==> config.mk <==
export PLATFORM = sky130hd
export DESIGN_NAME = frogger_game_fsm_flat
export DESIGN_NICKNAME = d
export VERILOG_FILES = /design/src/rtl/frogger_game_fsm_if.sv /design/src/rtl/frogger_game_fsm.sv /design/src/flat_wrapper.sv
export SDC_FILE = /design/constraint.sdc
export NUM_CORES = 1
export LEC_CHECK = 0
export BUFFER_PORTS_ARGS = -buffer_cell sky130_fd_sc_hd__buf_2
export CAP_MARGIN = 30
export CORE_MARGIN = 2
export CORE_UTILIZATION = 34
export DETAILED_ROUTE_END_ITERATION = 16
export PLACE_DENSITY = 0.51
export SETUP_SLACK_MARGIN = 0.2
export SYNTH_ARGS = -nofsm -noshare
export SYNTH_HDL_FRONTEND = slang
export SYNTH_SLANG_ARGS = --single-unit
==> constraint.sdc <==
create_clock -name i_Clk -period 2.5 [get_ports i_Clk]
set_input_delay 0.25 -clock i_Clk [delete_from_list [all_inputs] [get_ports i_Clk]]
set_output_delay 0.25 -clock i_Clk [all_outputs]
set_load 0.1 [all_outputs]
==> src/rtl/frogger_game_fsm_if.sv <==
// frogger_game_fsm_if: game sequencer bus; master drives start/tick/collision/frog row, slave returns state/active/respawn/lives/score
interface frogger_game_fsm_if;
  logic       i_Game_Start;
  logic       i_Frame_Tick;
  logic       i_Collided;
  logic [5:0] i_Frogger_Y;
  logic [2:0] o_State;
  logic       o_Game_Active;
  logic       o_Respawn;
  logic [1:0] o_Lives;
  logic [6:0] o_Score;
  modport master (
    output i_Game_Start, i_Frame_Tick, i_Collided, i_Frogger_Y,
    input  o_State, o_Game_Active, o_Respawn, o_Lives, o_Score
  );
  modport slave (
    input  i_Game_Start, i_Frame_Tick, i_Collided, i_Frogger_Y,
    output o_State, o_Game_Active, o_Respawn, o_Lives, o_Score
  );
endinterface

==> src/rtl/frogger_game_fsm.sv <==
// frogger_game_fsm: Frogger game sequencer; ports i_Clk, i_Reset (sync, high), game bus (start/tick/collided/frog row in; state/active/respawn/lives/score out)
module frogger_game_fsm #(
  parameter int c_START_LIVES   = 3,
  parameter int c_GOAL_ROW      = 0,
  parameter int c_WIN_SCORE     = 5,
  parameter int c_FREEZE_FRAMES = 60,
  parameter int c_END_FRAMES    = 120
) (
  input logic               i_Clk,
  input logic               i_Reset,
  frogger_game_fsm_if.slave game
);
  typedef enum logic [2:0] {
    IDLE      = 3'd0,
    CLEANUP   = 3'd1,
    RUNNING   = 3'd2,
    FREEZE    = 3'd3,
    P1_WINS   = 3'd4,
    GAME_OVER = 3'd5
  } state_t;
  state_t     state_q;
  logic       active_q, respawn_q, coll_prev_q;
  logic [1:0] lives_q, blank_q;
  logic [6:0] score_q, score_inc;
  logic [7:0] timer_q;
  logic       coll_evt, goal;
  always_comb begin
    coll_evt  = game.i_Collided & ~coll_prev_q;
    goal      = game.i_Frogger_Y == 6'(c_GOAL_ROW);
    score_inc = score_q == 7'd99 ? score_q : score_q + 7'd1;
  end
  // blank_q masks the respawn cycle and the one after it while the frog and collision blocks catch up
  always_ff @(posedge i_Clk) begin
    respawn_q <= 1'b0;
    if (i_Reset) begin
      state_q     <= IDLE;
      active_q    <= 1'b0;
      lives_q     <= 2'(c_START_LIVES);
      score_q     <= 7'd0;
      timer_q     <= 8'd0;
      blank_q     <= 2'd0;
      coll_prev_q <= 1'b0;
    end else begin
      coll_prev_q <= game.i_Collided;
      case (state_q)
        IDLE: if (game.i_Game_Start) state_q <= CLEANUP;
        CLEANUP: begin
          score_q   <= 7'd0;
          lives_q   <= 2'(c_START_LIVES);
          state_q   <= RUNNING;
          active_q  <= 1'b1;
          respawn_q <= 1'b1;
          blank_q   <= 2'd2;
        end
        RUNNING: begin
          if (blank_q != 2'd0) blank_q <= blank_q - 2'd1;
          else if (coll_evt) begin
            timer_q  <= 8'd0;
            active_q <= 1'b0;
            lives_q  <= lives_q > 2'd1 ? lives_q - 2'd1 : 2'd0;
            state_q  <= lives_q > 2'd1 ? FREEZE : GAME_OVER;
          end else if (goal) begin
            timer_q  <= 8'd0;
            active_q <= 1'b0;
            score_q  <= score_inc;
            state_q  <= score_inc == 7'(c_WIN_SCORE) ? P1_WINS : FREEZE;
          end
        end
        FREEZE: if (game.i_Frame_Tick) begin
          if (timer_q == 8'(c_FREEZE_FRAMES - 1)) begin
            state_q   <= RUNNING;
            active_q  <= 1'b1;
            respawn_q <= 1'b1;
            blank_q   <= 2'd2;
          end else timer_q <= timer_q + 8'd1;
        end
        P1_WINS, GAME_OVER: if (game.i_Frame_Tick) begin
          if (timer_q == 8'(c_END_FRAMES - 1)) state_q <= IDLE;
          else timer_q <= timer_q + 8'd1;
        end
        default: state_q <= IDLE;
      endcase
    end
  end
  assign game.o_State       = state_q;
  assign game.o_Game_Active = active_q;
  assign game.o_Respawn     = respawn_q;
  assign game.o_Lives       = lives_q;
  assign game.o_Score       = score_q;
endmodule

==> src/flat_wrapper.sv <==
// flat-port wrapper written by rule: the top's interface ports become plain ports
module frogger_game_fsm_flat 
#(
  parameter int c_START_LIVES   = 3,
  parameter int c_GOAL_ROW      = 0,
  parameter int c_WIN_SCORE     = 5,
  parameter int c_FREEZE_FRAMES = 60,
  parameter int c_END_FRAMES    = 120
)
  (i_Clk, i_Reset, game_i_Game_Start, game_i_Frame_Tick, game_i_Collided, game_i_Frogger_Y, game_o_State, game_o_Game_Active, game_o_Respawn, game_o_Lives, game_o_Score);
  frogger_game_fsm_if game_i ();
  input logic i_Clk;
  input logic i_Reset;
  input wire logic [$bits(game_i.i_Game_Start)-1:0] game_i_Game_Start;
  input wire logic [$bits(game_i.i_Frame_Tick)-1:0] game_i_Frame_Tick;
  input wire logic [$bits(game_i.i_Collided)-1:0] game_i_Collided;
  input wire logic [$bits(game_i.i_Frogger_Y)-1:0] game_i_Frogger_Y;
  output wire logic [$bits(game_i.o_State)-1:0] game_o_State;
  output wire logic [$bits(game_i.o_Game_Active)-1:0] game_o_Game_Active;
  output wire logic [$bits(game_i.o_Respawn)-1:0] game_o_Respawn;
  output wire logic [$bits(game_i.o_Lives)-1:0] game_o_Lives;
  output wire logic [$bits(game_i.o_Score)-1:0] game_o_Score;
  assign game_i.i_Game_Start = game_i_Game_Start;
  assign game_i.i_Frame_Tick = game_i_Frame_Tick;
  assign game_i.i_Collided = game_i_Collided;
  assign game_i.i_Frogger_Y = game_i_Frogger_Y;
  assign game_o_State = game_i.o_State;
  assign game_o_Game_Active = game_i.o_Game_Active;
  assign game_o_Respawn = game_i.o_Respawn;
  assign game_o_Lives = game_i.o_Lives;
  assign game_o_Score = game_i.o_Score;
  frogger_game_fsm #(.c_START_LIVES(c_START_LIVES), .c_GOAL_ROW(c_GOAL_ROW), .c_WIN_SCORE(c_WIN_SCORE), .c_FREEZE_FRAMES(c_FREEZE_FRAMES), .c_END_FRAMES(c_END_FRAMES)) u_core (.i_Clk(i_Clk), .i_Reset(i_Reset), .game(game_i));
endmodule
==> impl_metrics.ini, run 1 <==
[sta]
rsz0062_at_grt = false
skew_ns = 0.00694
fmax_ghz = 0.475
setup_viol = 0
fin_crit_sh_pct = 84.2
setup_tns_ns = 0
drv_slew = 0
hold_viol = 0
relSlewSlack_pct = 35.0
setup_ws_ns = 0.395
min_period_ns = 2.10
worst_pin_slew_ns = 0.975

[synthesis]
ys_seq_elements = 25
ys_seq_area_share_pct = 31.9
synth-async-reset-ratio_pct = 0
ys.flop_type = dfxtp_1
syn_area_mm2 = 0.00157
netlist_instances = 189
synth_edf_count = 0
synth_cell_type_count = 54
ys_warn_count = 0
avgSynthCellArea_um2 = 8.29
synth_nets = 204

[die]
dieHeight_um = 71.9
rows = 24
start_util_pct = 35.7
core_mm2 = 0.00438
die_area_mm2 = 0.00517
die_x_um = 71.9
io_pins = 25

[detailed_routing]
drc = 0
wl_per_cell_um = 14.0
drtPass1Iterations = 4
via_count = 1485
ant_nets = 0
avgViaCountPerCell = 5.52
drt_iter0_markers = 72
drt-total-wl_um = 3750

[power_and_ir_drop]
power_switching_uw = 770
powerDensity_mw_per_mm2 = 874
peakVddDrop_mv = 0.343
power_frac_seq_pct = 33.3
p_leak_uw = 0.000696
clkPwrFrac_pct = 15.7
p_int_uw = 806
sw_frac_of_total_pct = 48.9
pwr-share-comb_pct = 50.9

[place]
portBuffers = 24
dp_worst_setup_slack_ns = 0.316
hpwlAfterDp_um = 2790
gp_congestion = 0.813

[clocking]
post_cts_resized = 0
cts_inserted_buffers = 3
cts.hold.buffers_added = 0
ctsRootBufferMaster = clkbuf_8
cts_tree = built
h-tree-depth = 1
cts_sinks = 25
clkLatencyLatePin_ns = 0.28
postCtsSetupBuffers = 0
clockBufferDepth = 2
clk_pin_slew_ns = 0.09

[outcome]
status = complete, no violations

[critical_path]
cp-startpoint = u_core.game.o_State[1]
crit_fanout = 13
crit_arrival_ns = 2.27
critPathLaunchType = flip-flop
crit_type = flip-flop to flip-flop
worstReg2RegStart = u_core.game.o_State[1]
required_ns = 2.67
end_kind = flip-flop

[global_routing]
grt_overflow = 0
grt_antenna_before_repair = 0
grt_pass1_wl_um = 6370
grt_pass1_vias = 1441
grt_max_degree = 21
grt_util_all_layers_pct = 15.4

[layout]
diodes = 0
finish.utilization_pct = 41.1
fillCellCount = 438
num-nets-final = 233
final_cell_mix = buf_2 (24), a21oi_1 (21), nor2_1 (20), dfxtp_1 (20)
drive_gt1_share_pct = 27.2
final_common_cell = buf_2
syn_to_final_growth_pct = 15.1

[job]
drv_cap = 0

[hold_path]
hp-start = game_i_Collided
worstHoldPathType = input pin to flip-flop
-- final timing paths --
path	to	slack (ns)	cells past startpoint
min	u_core.coll_prev_q	0.22	2
max reg2reg	u_core.timer_q[7]	0.40	5
min reg2reg	u_core.game.o_Game_Active	0.49	2
max	u_core.timer_q[7]	0.40	5
-- final cells by class --
cell class / count / area, um2 / area share, %
multi-input combinational: 148 / 978 / 54.3
sequential: 25 / 507 / 28.1
clock buffer: 3 / 41.3 / 2.29
tap: 52 / 65.1 / 3.61
timing repair buffer: 31 / 173 / 9.58
clock inverter: 1 / 5.00 / 0.278
inverter: 9 / 33.8 / 1.87
-- flip-flops by register name, indices dropped and copies added (netlist names) --
signal                     cells
u_core.timer_q                 8
u_core.game.o_Score            7
u_core.game.o_State            3
u_core.blank_q                 2
u_core.game.o_Lives            2
u_core.coll_prev_q             1
u_core.game.o_Game_Active      1
u_core.game.o_Respawn          1
-- synthesized netlist by cell type, types with 2 or more instances --
cell | n | area share, %
nand2_1 | 12 | 2.9
ha_1 | 4 | 3.2
xnor2_1 | 4 | 2.2
nor3b_2 | 2 | 1.6
nor2b_1 | 8 | 3.2
a21o_1 | 2 | 0.96
nand3_1 | 12 | 3.8
buf_6 | 2 | 1.4
nor4_2 | 3 | 2.4
and3b_1 | 2 | 1.1
nor3_1 | 3 | 0.96
a211oi_1 | 2 | 0.96
o21ai_0 | 3 | 0.96
a31oi_1 | 3 | 1.2
buf_2 | 2 | 0.64
o31ai_1 | 4 | 1.9
mux2_4 | 2 | 1.9
dfxtp_1 | 25 | 32
a41oi_1 | 2 | 1.1
or4_1 | 3 | 1.4
or4_2 | 2 | 1.1
o21ai_1 | 2 | 0.64
nand2b_1 | 5 | 2.0
nor2_1 | 20 | 4.8
nor4b_1 | 2 | 1.1
or2_2 | 2 | 0.80
a21oi_1 | 21 | 6.7
inv_1 | 9 | 2.2
-- cell families (layout without fill, tap and decap cells) --
logic type	after synthesis	in the layout	synth area share (%)
multiplexers	3	3	2.56
AND/OR/NAND/NOR	89	89	34.0
adder cells (fa/ha/maj)	4	4	3.20
XOR/XNOR	4	4	2.24
AO/OA/AOI/OAI	48	48	20.4
flip-flops	25	25	31.9
buffers and inverters	16	44	5.59
-- per-layer routing --
layer	routed length, um	vias to the layer above	GRT usage [%]
met2	1810	28	25.8
met3	167	4	4.08
met1	1750	706	19.4
met4	28	0	4.19
met5	0	-	0
li1	-	747	-
-- per-stage QoR --
| step | instance area (um2) | cells | hold slack (ns) | total power, uW |
|---|---|---|---|---|
| 2_1_floorplan | 1570 | 189 | 0.378 | 1180 |
| 3_3_place_gp | 1730 | 261 | 0.472 | 1270 |
| 3_5_place_dp | 1730 | 261 | 0.485 | 1290 |
| 4_1_cts | 1770 | 265 | 0.213 | 1550 |
| 5_1_grt | 1800 | 269 | 0.215 | 1680 |
| 6_report | 1800 | 269 | 0.220 | 1580 |
-- power by group through the flow --
stage / clock, uW / combinational (uW) / sequential, uW
after global placement: 0 / 742 / 530
after CTS: 265 / 757 / 525
after global routing: 285 / 858 / 538
after floorplan: 0 / 415 / 761
final: 248 / 803 / 525
after detailed placement: 0 / 754 / 534
-- critical path: stages, from the launching register on --
cell and delay (ns):
dfxtp_2 0.45, nor2b_1 0.20, nand2b_1 0.14, a21oi_1 0.77
nor4_2 0.11, mux2_4 0.32
Power figures use the tool's default switching activity.
==> inputs of run 2 (changes only) <==
Clock period 2.5 ns to 1.95 ns, I/O delays scaled along.
==> impl_metrics.ini, run 2 (synthesis results as in run 1) <==
[detailed_routing]
avgViaCountPerCell = 5.52
ant_nets = 0
wl_per_cell_um = 15.2
wl_met1_um = 2020
drt-total-wl_um = 4240
highest_layer = met4
wl_met3_um = 207
drtPass1Iterations = 4
drc = 0
wl_met2_um = 1970
drt_iter0_markers = 73
via_count = 1545

[layout]
largest_register_ffs = 8
num-nets-final = 244
drive_gt1_share_pct = 41.2
top_register = u_core.timer_q
final-instance-count-excl-fill = 280
final_common_cell = buf_2
syn_to_final_growth_pct = 31.7
final_cell_mix = buf_2 (24), a21oi_1 (20), nor2_1 (19)
finalInstanceArea_mm2 = 0.00206
diodes = 0

[place]
gp_congestion = 0.899
portBuffers = 24
dpl.cell_count = 266
placed_cell_area_mm2 = 0.00190
hpwlAfterDp_um = 3160

[critical_path]
required_ns = 2.12
r2r_cells = 6
crit_arrival_ns = 2.02
crit_type = flip-flop to flip-flop
critPathLaunchType = flip-flop
crit_fanout = 4
end_kind = flip-flop

[outcome]
status = complete, no violations

[global_routing]
grt_pass1_wl_um = 6900
grt_pass1_vias = 1385
grt_antenna_before_repair = 0
grt_max_degree = 21
grt_util_all_layers_pct = 16.9
grt_overflow = 0

[clocking]
h-tree-depth = 1
cts_tree = built
clk_pin_slew_ns = 0.09
clkLatencyLatePin_ns = 0.27
cts_inserted_buffers = 3
ctsRootBufferMaster = clkbuf_8
cts_sinks = 25
clockBufferDepth = 2

[sta]
skew_ns = 0.00179
setup_viol = 0
min_period_ns = 1.86
fin_crit_sh_pct = 95.3
relSlewSlack_pct = 67.4
worst_pin_slew_ns = 0.492
rsz0062_at_grt = true
hold_viol = 0
drv_slew = 0
fmax_ghz = 0.538

[die]
die_area_mm2 = 0.00517
start_util_pct = 35.7
dieHeight_um = 71.9
io_pins = 25
rows = 24
core_mm2 = 0.00438
die_x_um = 71.9

[hold_path]
holdPathStages = 2
worstHoldPathType = input pin to flip-flop

[power_and_ir_drop]
p_leak_uw = 0.000781
powerDensity_mw_per_mm2 = 1040
total_power_uw = 2150
peakVddDrop_mv = 0.555

[job]
drv_cap = 0
==> run 2: cell types whose count changed in the layout (fill, tap and decap cells not counted), moves of 2 or more <==
cell     previous run  this run
nor4b_2             0         2
ha_4                0         2
dfxtp_1            20        10
nor4b_1             2         0
buf_4               7        17
dfxtp_4             0         8
nor4_2              3         1
dfxtp_2             5         7
ha_1                4         2
nor4_4              0         2
==> run 2: worst max-delay path: stages, from the launching register on <==
cell	delay (ns)
dfxtp_4	0.37
ha_4	0.15
and3_4	0.20
nand3_4	0.08
xnor2_2	0.15
or4b_4	0.54
a211o_1	0.26
==> run 2: layout make-up <==
class / instances / area [um2]
clock buffers: 4 / 45.0
fillers: 424 / 2320
inverters: 9 / 33.8
multi-input cells: 148 / 1110
flip-flops and latches: 25 / 539
well taps: 52 / 65.1
repair buffers: 42 / 268
==> run 2: final timing paths <==
path,end,slack [ns],start
worst max-delay path,u_core.game.o_State[0],0.09,u_core.game.o_Score[1]
worst min-delay path,u_core.coll_prev_q,0.17,game_i_Collided
worst max register to register,u_core.game.o_State[0],0.09,u_core.game.o_Score[1]
worst min register to register,u_core.game.o_Game_Active,0.47,u_core.game.o_Game_Active
==> run 2: layer usage <==
metal	vias up	GRT usage (%)
li1	767	-
met1	734	23.2
met2	38	25.7
met3	6	4.64
met4	0	5.45
met5	-	0
==> run 2: timing repair <==
item,in CTS,in global routing
setup buffers,5,5
resized for setup,3,8
hold buffers,0,0
gates cloned,0,0
pin swaps,5,6
endpoints found under the setup margin,12,15
==> run 2: through the flow <==
stage	setup WS [ns]	hold WS, ns	utilization (%)	setup TNS [ns]
6_report	0.0908	0.165	47.1	0
5_1_grt	0.0323	0.169	47.1	0
4_1_cts	0.0964	0.157	45.5	0
3_5_place_dp	0.0611	0.449	43.4	0
3_3_place_gp	0.101	0.429	43.4	0
2_1_floorplan	-0.155	0.323	-	-0.239
==> run 2: power breakdown <==
part           leakage (uW)  internal, uW  switching (uW)
logic              0.000546           374             765
clock network     0.0000228           146             166
registers          0.000213           595             103
total              0.000781          1120            1030
